===== src/rtl/nn_pkg.sv =====
// +--------------------------------------------------------------------+
// | nn_pkg : shared types, default widths and shift/saturate helper     |
// | Rev 1.0                                                            |
// +--------------------------------------------------------------------+
`default_nettype none

package nn_pkg;

   localparam int DEF_NUM_INPUTS  = 784;
   localparam int DEF_NUM_OUTPUTS = 10;
   localparam int DEF_PIX_W       = 16;
   localparam int DEF_WGT_W       = 16;
   localparam int DEF_RES_W       = 17;
   localparam int DEF_FRAC_BITS   = 8;

   typedef enum logic [2:0] {
      ST_IDLE  = 3'd0,
      ST_RUN   = 3'd1,
      ST_DRAIN = 3'd2,
      ST_WRITE = 3'd3,
      ST_DONE  = 3'd4
   } state_t;

   // Works on a 64-bit carrier so one helper serves every accumulator/result width.
   function automatic logic signed [63:0] sat_signed(
      input  logic signed [63:0] val,
      input  int                 shift,
      input  int                 res_w,
      output logic               clipped
   );
      logic signed [63:0] sh;
      logic signed [63:0] hi;
      logic signed [63:0] lo;
      sh      = val >>> shift;
      hi      = (64'sd1 <<< (res_w - 1)) - 64'sd1;
      lo      = -hi - 64'sd1;
      clipped = 1'b0;
      if (sh > hi) begin
         clipped = 1'b1;
         return hi;
      end else if (sh < lo) begin
         clipped = 1'b1;
         return lo;
      end
      return sh;
   endfunction

endpackage

`default_nettype wire


===== src/rtl/nn_mac.sv =====
// +--------------------------------------------------------------------+
// | nn_mac : signed multiply-accumulate with clear and enable           |
// | Rev 1.0                                                            |
// +--------------------------------------------------------------------+
`default_nettype none

module nn_mac #(
   parameter int PIX_W = 16,
   parameter int WGT_W = 16,
   parameter int ACC_W = 42
)(
   input  logic             clk,
   input  logic             rst,
   input  logic             clr,
   input  logic             en,
   input  logic [PIX_W-1:0] pix,
   input  logic [WGT_W-1:0] wgt,
   output logic [ACC_W-1:0] acc_next
);

   localparam int PROD_W = PIX_W + WGT_W;

   logic [PROD_W-1:0]        pix_x;
   logic [PROD_W-1:0]        wgt_x;
   logic signed [PROD_W-1:0] prod;
   logic signed [ACC_W-1:0]  acc;

   // Operands are widened to the product width so the multiply is exact.
   assign pix_x    = {{WGT_W{pix[PIX_W-1]}}, pix};
   assign wgt_x    = {{PIX_W{wgt[WGT_W-1]}}, wgt};
   assign prod     = $signed(pix_x) * $signed(wgt_x);
   assign acc_next = acc + {{(ACC_W-PROD_W){prod[PROD_W-1]}}, prod};

   always_ff @(posedge clk or posedge rst) begin
      if (rst) begin
         acc <= '0;
      end else if (clr) begin
         acc <= '0;
      end else if (en) begin
         acc <= acc_next;
      end
   end

endmodule

`default_nettype wire


===== src/rtl/nn_layer_engine.sv =====
// +--------------------------------------------------------------------+
// | nn_layer_engine : fully-connected layer with scaling, ReLU, argmax  |
// | Rev 1.0                                                            |
// +--------------------------------------------------------------------+
`default_nettype none

module nn_layer_engine
   import nn_pkg::*;
#(
   parameter int NUM_INPUTS  = DEF_NUM_INPUTS,
   parameter int NUM_OUTPUTS = DEF_NUM_OUTPUTS,
   parameter int PIX_W       = DEF_PIX_W,
   parameter int WGT_W       = DEF_WGT_W,
   parameter int RES_W       = DEF_RES_W,
   parameter int FRAC_BITS   = DEF_FRAC_BITS
)(
   input  logic                                     clk,
   input  logic                                     rst,
   input  logic                                     start,
   input  logic                                     relu_en,
   output logic [$clog2(NUM_INPUTS)-1:0]            pix_addr,
   input  logic [PIX_W-1:0]                         pix_rdata,
   output logic [$clog2(NUM_INPUTS*NUM_OUTPUTS)-1:0] wgt_addr,
   input  logic [WGT_W-1:0]                         wgt_rdata,
   output logic                                     res_we,
   output logic [$clog2(NUM_OUTPUTS)-1:0]           res_sel,
   output logic [RES_W-1:0]                         res_data,
   output logic                                     busy,
   output logic                                     done,
   output logic                                     overflow,
   output logic [$clog2(NUM_OUTPUTS)-1:0]           argmax,
   output logic [RES_W-1:0]                         max_value
);

   localparam int IN_W  = $clog2(NUM_INPUTS);
   localparam int OUT_W = $clog2(NUM_OUTPUTS);
   localparam int WA_W  = $clog2(NUM_INPUTS*NUM_OUTPUTS);
   localparam int ACC_W = PIX_W + WGT_W + IN_W;

   localparam logic [IN_W-1:0]  LAST_I = IN_W'(NUM_INPUTS - 1);
   localparam logic [OUT_W-1:0] LAST_N = OUT_W'(NUM_OUTPUTS - 1);

   state_t             state;
   logic [OUT_W-1:0]   n;
   logic               relu_r;
   logic               rd_valid;
   logic               mac_clr;
   logic [ACC_W-1:0]   acc_next;
   logic signed [63:0] acc_ext;
   logic signed [63:0] sat_val;
   logic signed [63:0] res_next;
   logic signed [63:0] max_ext;
   logic               sat_clip;
   logic               better;

   assign mac_clr = (state == ST_WRITE) || ((state == ST_IDLE) && start);

   nn_mac #(
      .PIX_W (PIX_W),
      .WGT_W (WGT_W),
      .ACC_W (ACC_W)
   ) u_mac (
      .clk      (clk),
      .rst      (rst),
      .clr      (mac_clr),
      .en       (rd_valid),
      .pix      (pix_rdata),
      .wgt      (wgt_rdata),
      .acc_next (acc_next)
   );

   // During DRAIN acc_next already holds the complete dot product.
   assign acc_ext = {{(64-ACC_W){acc_next[ACC_W-1]}}, acc_next};
   assign max_ext = {{(64-RES_W){max_value[RES_W-1]}}, max_value};

   always_comb begin
      sat_clip = 1'b0;
      sat_val  = sat_signed(acc_ext, FRAC_BITS, RES_W, sat_clip);
      res_next = (relu_r && sat_val[63]) ? 64'sd0 : sat_val;
      better   = (n == '0) || (res_next > max_ext);
   end

   always_ff @(posedge clk or posedge rst) begin
      if (rst) begin
         state     <= ST_IDLE;
         n         <= '0;
         relu_r    <= 1'b0;
         rd_valid  <= 1'b0;
         pix_addr  <= '0;
         wgt_addr  <= '0;
         res_we    <= 1'b0;
         res_sel   <= '0;
         res_data  <= '0;
         busy      <= 1'b0;
         done      <= 1'b0;
         overflow  <= 1'b0;
         argmax    <= '0;
         max_value <= '0;
      end else begin
         res_we   <= 1'b0;
         done     <= 1'b0;
         rd_valid <= (state == ST_RUN);
         case (state)
            ST_IDLE: begin
               if (start) begin
                  relu_r    <= relu_en;
                  n         <= '0;
                  pix_addr  <= '0;
                  wgt_addr  <= '0;
                  overflow  <= 1'b0;
                  argmax    <= '0;
                  max_value <= '0;
                  busy      <= 1'b1;
                  state     <= ST_RUN;
               end
            end
            ST_RUN: begin
               if (pix_addr == LAST_I) begin
                  state <= ST_DRAIN;
               end else begin
                  pix_addr <= pix_addr + IN_W'(1);
                  wgt_addr <= wgt_addr + WA_W'(1);
               end
            end
            ST_DRAIN: begin
               res_we   <= 1'b1;
               res_sel  <= n;
               res_data <= res_next[RES_W-1:0];
               if (sat_clip) begin
                  overflow <= 1'b1;
               end
               // Strict compare keeps the lower index on ties.
               if (better) begin
                  argmax    <= n;
                  max_value <= res_next[RES_W-1:0];
               end
               state <= ST_WRITE;
            end
            ST_WRITE: begin
               pix_addr <= '0;
               if (n == LAST_N) begin
                  busy  <= 1'b0;
                  done  <= 1'b1;
                  state <= ST_DONE;
               end else begin
                  n        <= n + OUT_W'(1);
                  wgt_addr <= wgt_addr + WA_W'(1);
                  state    <= ST_RUN;
               end
            end
            ST_DONE: begin
               state <= ST_IDLE;
            end
            default: begin
               state <= ST_IDLE;
            end
         endcase
      end
   end

endmodule

`default_nettype wire


===== config.mk =====
export PLATFORM = sky130hd
export DESIGN_NAME = nn_layer_engine
export DESIGN_NICKNAME = d
export VERILOG_FILES = /design/src/rtl/nn_pkg.sv /design/src/rtl/nn_mac.sv /design/src/rtl/nn_layer_engine.sv
export SDC_FILE = /design/constraint.sdc
export NUM_CORES = 1
export LEC_CHECK = 0
export CORE_MARGIN = 2
export CORE_UTILIZATION = 49
export DETAILED_ROUTE_END_ITERATION = 7
export PLACE_DENSITY = 0.78
export SYNTH_ARGS = -nofsm -noshare
export SYNTH_HDL_FRONTEND = slang
export SYNTH_SLANG_ARGS = --single-unit

===== constraint.sdc =====
create_clock -name clk -period 11.15 [get_ports clk]
set_input_delay 2.23 -clock clk [delete_from_list [all_inputs] [get_ports clk]]
set_output_delay 2.23 -clock clk [all_outputs]
set_load 0.01 [all_outputs]

After elaboration in Yosys (flattened, before gate mapping):

Cells that the tools add are included.

* logic and storage cells: 89
* register bits after elaboration: 120
* output and inout bits: 69

* $mul: 1
* equal/unequal tests: 12
* multiplexer cells: 36
* add/subtract/negate cells: 4
* reductions and logical operators: 18
* $lt $le $gt $ge: 3

Operators with widths (number)
* $mux 64: 4
* $mux 42: 2
* $gt 64x17->1: 1
* $add 42x42->42: 1
* $mux 13: 3
* $pmux 13 s3: 1
* $gt 34x17->1 const B: 1
* $lt 34x17->1 const B: 1
* $mux 17: 2
* $pmux 17 s2: 1
* $mul 16x16->32: 1
* $pmux 10 s3: 1
* $mux 10: 2
* $pmux 4 s2: 2
* $reduce_and 3->1: 5
* $add 13x1->13 const B: 1
* $mux 4: 3
* $pmux 3 s4: 1
* $add 10x1->10 const B: 1
* $eq 10x10->1 const B: 1
* $ne 2x2->1 const B: 5
* $mux 1: 9
* $mux 3: 3
* $eq 3x2->1 const B: 2
* other kinds (13): 20

Depth between registers and ports, before layout:

* depth in word-level cells: 12
* gate-level depth with buffers: 52
* gate-level depth less buffers: 49

By module:

A second synthesis with hierarchy kept.

* cells, all modules: 2061
* area, all modules: 18489.0 um^2

Modules (own cells, without submodules)
* nn_mac: area an instance 14072.2 um^2, sequential area each 1051.0 um^2, instances 1, cells an instance 1595
* nn_layer_engine: area an instance 4416.7 um^2, sequential area each 1951.9 um^2, instances 1, cells an instance 466

Least setup slack after synthesis:

No wires, ideal clock.

* path kind: input to register
* start point: input port pix_rdata[15]
* end point: register argmax[0]
* data required time: 11025 ps
* arrival time: 13090 ps
* cell stages on the path: 45
* path slack: -2065 ps
* path through: clkbuf_1 > nand2_1 > inv_1 > fa_1 > inv_1 > fa_1 > inv_1 > fa_1 > fa_1 > fa_1 > inv_1 > fa_1 > inv_1 > ha_1 > a21o_1 > a21o_1 > a221o_1 > a31oi_1 > [... 9 more ...] > nand2_1 > xnor2_1 > xnor2_1 > clkbuf_1 > clkbuf_1 > nor2b_1 > ha_1 > a21o_1 > a21o_1 > a21o_1 > a21o_1 > a21oi_1 > nor2b_1 > o21ai_0 > o211ai_1 > o21ai_0 > clkbuf_1 > mux2_2

* cells in the longest elaborated chain, start to end: 12

RTL lines
* from (decl): RTL line nn_layer_engine.sv:22 `input logic [PIX_W-1:0] pix_rdata,`
* $mul 16x16->32 (*): RTL line nn_mac.sv:31 `assign prod = $signed(pix_x) * $signed(wgt_x);`
* $add 42x42->42 (*): RTL line nn_mac.sv:32 `assign acc_next = acc + {{(ACC_W-PROD_W){prod[PROD_W-1]}}, prod};`
* $lt 34x17->1: RTL line nn_pkg.sv:41 `end else if (sh < lo) begin`
* $mux 1: RTL line nn_pkg.sv:41
* $mux 1: RTL line nn_pkg.sv:38 `if (sh > hi) begin`
* $mux 64 (*): RTL line nn_pkg.sv:45 `return sh;`
* $logic_and 1x1->1: RTL line nn_layer_engine.sv:79 `res_next = (relu_r && sat_val[63]) ? 64'sd0 : sat_val;`
* $mux 64 (*): RTL line nn_layer_engine.sv:79
* $gt 64x17->1 (*): RTL line nn_layer_engine.sv:80 `better = (n == '0) || (res_next > max_ext);`
* $logic_or 1x1->1 (*): RTL line nn_layer_engine.sv:80
* $ne 2x2->1 (no source line) (*)
* $reduce_and 3->1 (no source line) (*)
* to (signal assigned): RTL line nn_layer_engine.sv:134 `argmax <= n;`
* to (decl): RTL line nn_layer_engine.sv:31 `output logic [$clog2(NUM_OUTPUTS)-1:0] argmax,`

Every way passes the cells marked *; elsewhere a longest branch is shown, timed or not.
A chain may end at the register's enable or synchronous reset.

Worst setup path in the final report:

* start point: input port wgt_rdata[4]
* end point: register argmax[0]

* cells in the longest elaborated chain, start to end: 12

RTL lines
* from (decl): RTL line nn_layer_engine.sv:24 `input logic [WGT_W-1:0] wgt_rdata,`
* $mul 16x16->32 (*): RTL line nn_mac.sv:31
* $add 42x42->42 (*): RTL line nn_mac.sv:32
* $lt 34x17->1: RTL line nn_pkg.sv:41
* $mux 1: RTL line nn_pkg.sv:41
* $mux 1: RTL line nn_pkg.sv:38
* $mux 64 (*): RTL line nn_pkg.sv:45
* $logic_and 1x1->1: RTL line nn_layer_engine.sv:79
* $mux 64 (*): RTL line nn_layer_engine.sv:79
* via res_next[1]: RTL line nn_layer_engine.sv:51 `logic signed [63:0] res_next;`
* $gt 64x17->1 (*): RTL line nn_layer_engine.sv:80
* $logic_or 1x1->1 (*): RTL line nn_layer_engine.sv:80
* $ne 2x2->1 (no source line) (*)
* $reduce_and 3->1 (no source line) (*)

Mark *: on every way through the listed nets, which the timed path passes. The rest lies on a longest branch.

==> results list <==
- The run finished, with violations left.
- The checks that failed: setup timing.
* Final WS setup: -1.20 ns
- After synthesis, the cell types taking the most area are fa_1 (28%), dfrtp_1 (16%), ha_1 (11%).
- Floorplan die height: 199 microns
* Most instantiated library cell after synthesis: inv_1
* Post-route fraction of the period consumed by the critical path: 1.11
- Final estimated routing congestion in global placement: about 0.96
- Top layer in use: met5
- Num rows: 71
* Number of sinks handled by clock tree synthesis: between 100 and 150
* Distinct cell type count after synthesis: 66
- I/O pins: approximately 110
- Measured on the finished design, the core utilization comes to 0.676.
- Vias in the first global route: between 15000 and 20000
- Number of remaining DRC errors: 0
- Entering global routing, the biggest net connects 82 pins.
- Clock buffer count from CTS: 17
- Along the worst path, the maximum fanout reaches 7.
* Worst hold start: res_sel[0]
* Slew at the pin closest to its max-slew limit: 1.16 ns
- Setup violations remaining at the end of the flow were counted as 21.
- Summing all placed instances gives a cell area of 23200 sq um.
- Synthesis handed over a netlist of 2138 instances.
- Static timing analysis puts the maximum clock frequency at roughly 81 MHz.
- Counting cells, the worst reg-to-reg path comes to 25.
* Floorplan die width: 199 microns
- For flop-to-flop paths, the worst setup slack is 4.93 ns.
* Final hold viol count: 0
- Die Footprint: 39700 sq um
- Syn. warnings: 0
- The floorplan step defined a core boundary enclosing between 30000 and 40000 sq um.
- The routed layout has approximately 18000 vias.
- Starting density of the core: 0.496
- On the final layout, the worst clock skew is 0.0170 ns.
- The startpoint identified for the worst register-to-register timing path is u_mac.acc[0].
- Cell area after technology mapping: 18700 sq um
- Summing all non-filler instances in the final layout gives an area of 25500 sq um.
- The routed design could run at a clock period as short as around 12 ns.
* Arr. time, crit path: 12.66 ns
* Wire length on met2: 28900 microns
- Total half-perimeter wirelength after legalization and detailed placement: 41600 microns
- By count the netlist is led by inv_1 (368), fa_1 (263), nand2_1 (226).
* Remaining global-route overflow: 0
- Synthesized area per cell: 8.75 sq um
* Hold Worst Slack: 0.475 ns
- In this run, the number of DRC markers left after iteration 0 of detailed routing was 1141.
- For this run, the detailed router's first-pass iteration total came to 7.
- The net count of the finished layout is 3089.
* Data required time of the worst path: 11.46 ns
- Aggregate global-route resource usage: 0.288
- Setup repair after global routing could not meet its margin everywhere.
- The min-delay analysis places its worst path in the category reg2reg.
- Number of max-slew violations in the final report: 0
* Source-to-sink clock delay at the later pin of the worst-skew pair: 0.43 ns
- Element type at the critical path end: register
- In this run the number of H-tree levels came out at 4.
- In this design, the stage delay of the slowest critical-path cell is 0.56 ns.
* Routed vias/inst: around 5.6
- Clock-pin slew was measured on the worst setup and hold paths at 0.06 ns.
- Startpoint kind of the worst setup timing path: input pin
- The count of buffers added on input and output ports is between 100 and 150.
* Placement Setup Slack: -2.35 ns
* Met3 routed WL: 3350 microns
- In this run the remaining antenna-violating nets after routing total 0.
- Measured against its own limit, the worst slew margin works out to 0.226.
- TritonCTS built the clock tree.
- Top FF cell, synth: dfrtp_1
- Initial antenna violation count: 1
- For this design, the slowest cell found on the critical path is fa_1.
* Instance count along the most critical hold path: 1
- Number of buffers added to fix hold violations after cts: 0
- Syn_nets: about 2600
- After synthesis, the share of flip-flops with an asynchronous set or reset is 1.00.
* Total of flip-flops plus latches after synthesis: 120
* # Max-Cap Violations: 0
- After detailed routing, the average wire length per cell comes to ~18 microns.
- The largest total area in the synthesized netlist belongs to fa_1.
- For this block, the routed nets add up to 56700 microns of wire.
- Layout cell share with drive strength beyond 1: 0.285
- For this run, the register share of the synthesized area comes to 0.161.
- Share of Yosys cell area claimed by the top area cell type: 0.282
- Relative to the synthesized area, the layout overhead comes to 36.1%.
* Kind of critical path: in2reg
- Among the stages of the critical path, the cell type that occurs most often is o21a_1.
- CTS placed an instance of clkbuf_16 at the clock tree root.
- Critical path origin: wgt_rdata[4]
- Number of flops mapped to enable cells by yosys: 0
- In the final routing, the length of wire on met1 measures 22200 microns.
- The clock passes through at most 2 buffers.
- The first global-routing pass estimated around 90000 microns of wire.
* Diode insertion count for antenna repair: 0
worst max-delay path, delay by kind of cell:
family | cells | cell delay, ns
AO/OA/AOI/OAI | 21 | 4.14
multiplexers | 1 | 0.31
buffers and inverters | 10 | 1.19
AND/OR/NAND/NOR | 5 | 0.81
XOR/XNOR | 1 | 0.30
adder cells (fa/ha/maj) | 9 | 3.68
layout by cell type, fill, tap and decap left out, drive strengths merged, types with 16 or more instances in the layout:
| cell | count |
|---|---|
| nand2 | 226 |
| nor3 | 16 |
| nor2 | 148 |
| clkbuf | 17 |
| nand2b | 20 |
| o21a | 16 |
| dfrtp | 120 |
| ha | 164 |
| and3 | 19 |
| a21o | 49 |
| nor2b | 31 |
| nand3 | 21 |
| inv | 375 |
| clkdlybuf4s50 | 73 |
| xor2 | 33 |
| and2 | 128 |
| a211oi | 24 |
| buf | 470 |
| fa | 263 |
| xnor2 | 48 |
| mux2i | 22 |
| o21ai | 82 |
| nand4 | 28 |
| a21oi | 93 |
metrics by stage:
stage,cells,TNS (ns)
global placement,3050,-55.15
finish,3150,-23.68
detailed placement,3050,-58.48
global route,3150,-32.60
CTS,3155,-18.84
floorplan,2138,-18.92
path summary, 6_finish.rpt:
check | end
max in group asynchronous | rd_valid
worst min register to register | res_sel[0]
worst min-delay path | res_sel[0]
worst max-delay path | argmax[0]
worst max register to register | argmax[0]
min in group asynchronous | u_mac.acc[30]
metal layers:
metal / vias up / track usage
met5: - / 0
met4: 2 / 0.119
met3: 220 / 0.0424
met2: 742 / 0.507
met1: 8755 / 0.352
li1: 7868 / -
cell type report:
class                      count  area, sq um
clock inverter                15          181
inverter                     368         1390
sequential                   120         3000
fill                        2746        12200
multi-input combinational   1570        15200
clock buffer                  17          425
tap                          511          639
timing repair buffer         549         4570
registers in the layout (all words and copies together), names as in the netlist:
| signal | count |
|---|---|
| rd_valid | 1 |
| relu_r | 1 |
| res_sel | 4 |
| state | 3 |
| argmax | 4 |
| done | 1 |
| max_value | 17 |
| u_mac.acc | 42 |
| res_we | 1 |
| busy | 1 |
| n | 4 |
| res_data | 17 |
| wgt_addr | 13 |
| overflow | 1 |
| pix_addr | 10 |
logic make-up after synthesis:
group / Yosys count / synth area share
xor+xnor: 81 / 0.0379
compound gates: 360 / 0.128
mux: 27 / 0.0148
fa+ha+maj: 427 / 0.391
buf+inv: 448 / 0.0909
flops: 120 / 0.161
simple gates: 675 / 0.177
what timing repair did:
action | in CTS | in global routing
pin swaps | 164 | 63
gates resized for setup | 341 | 88
endpoints found under the setup margin | 38 | 22
gates cloned | 7 | 0
buffers inserted | 67 | 11
Power is not shown: default switching activity piles up to over one toggle a cycle in this logic, so the estimate is an artifact.
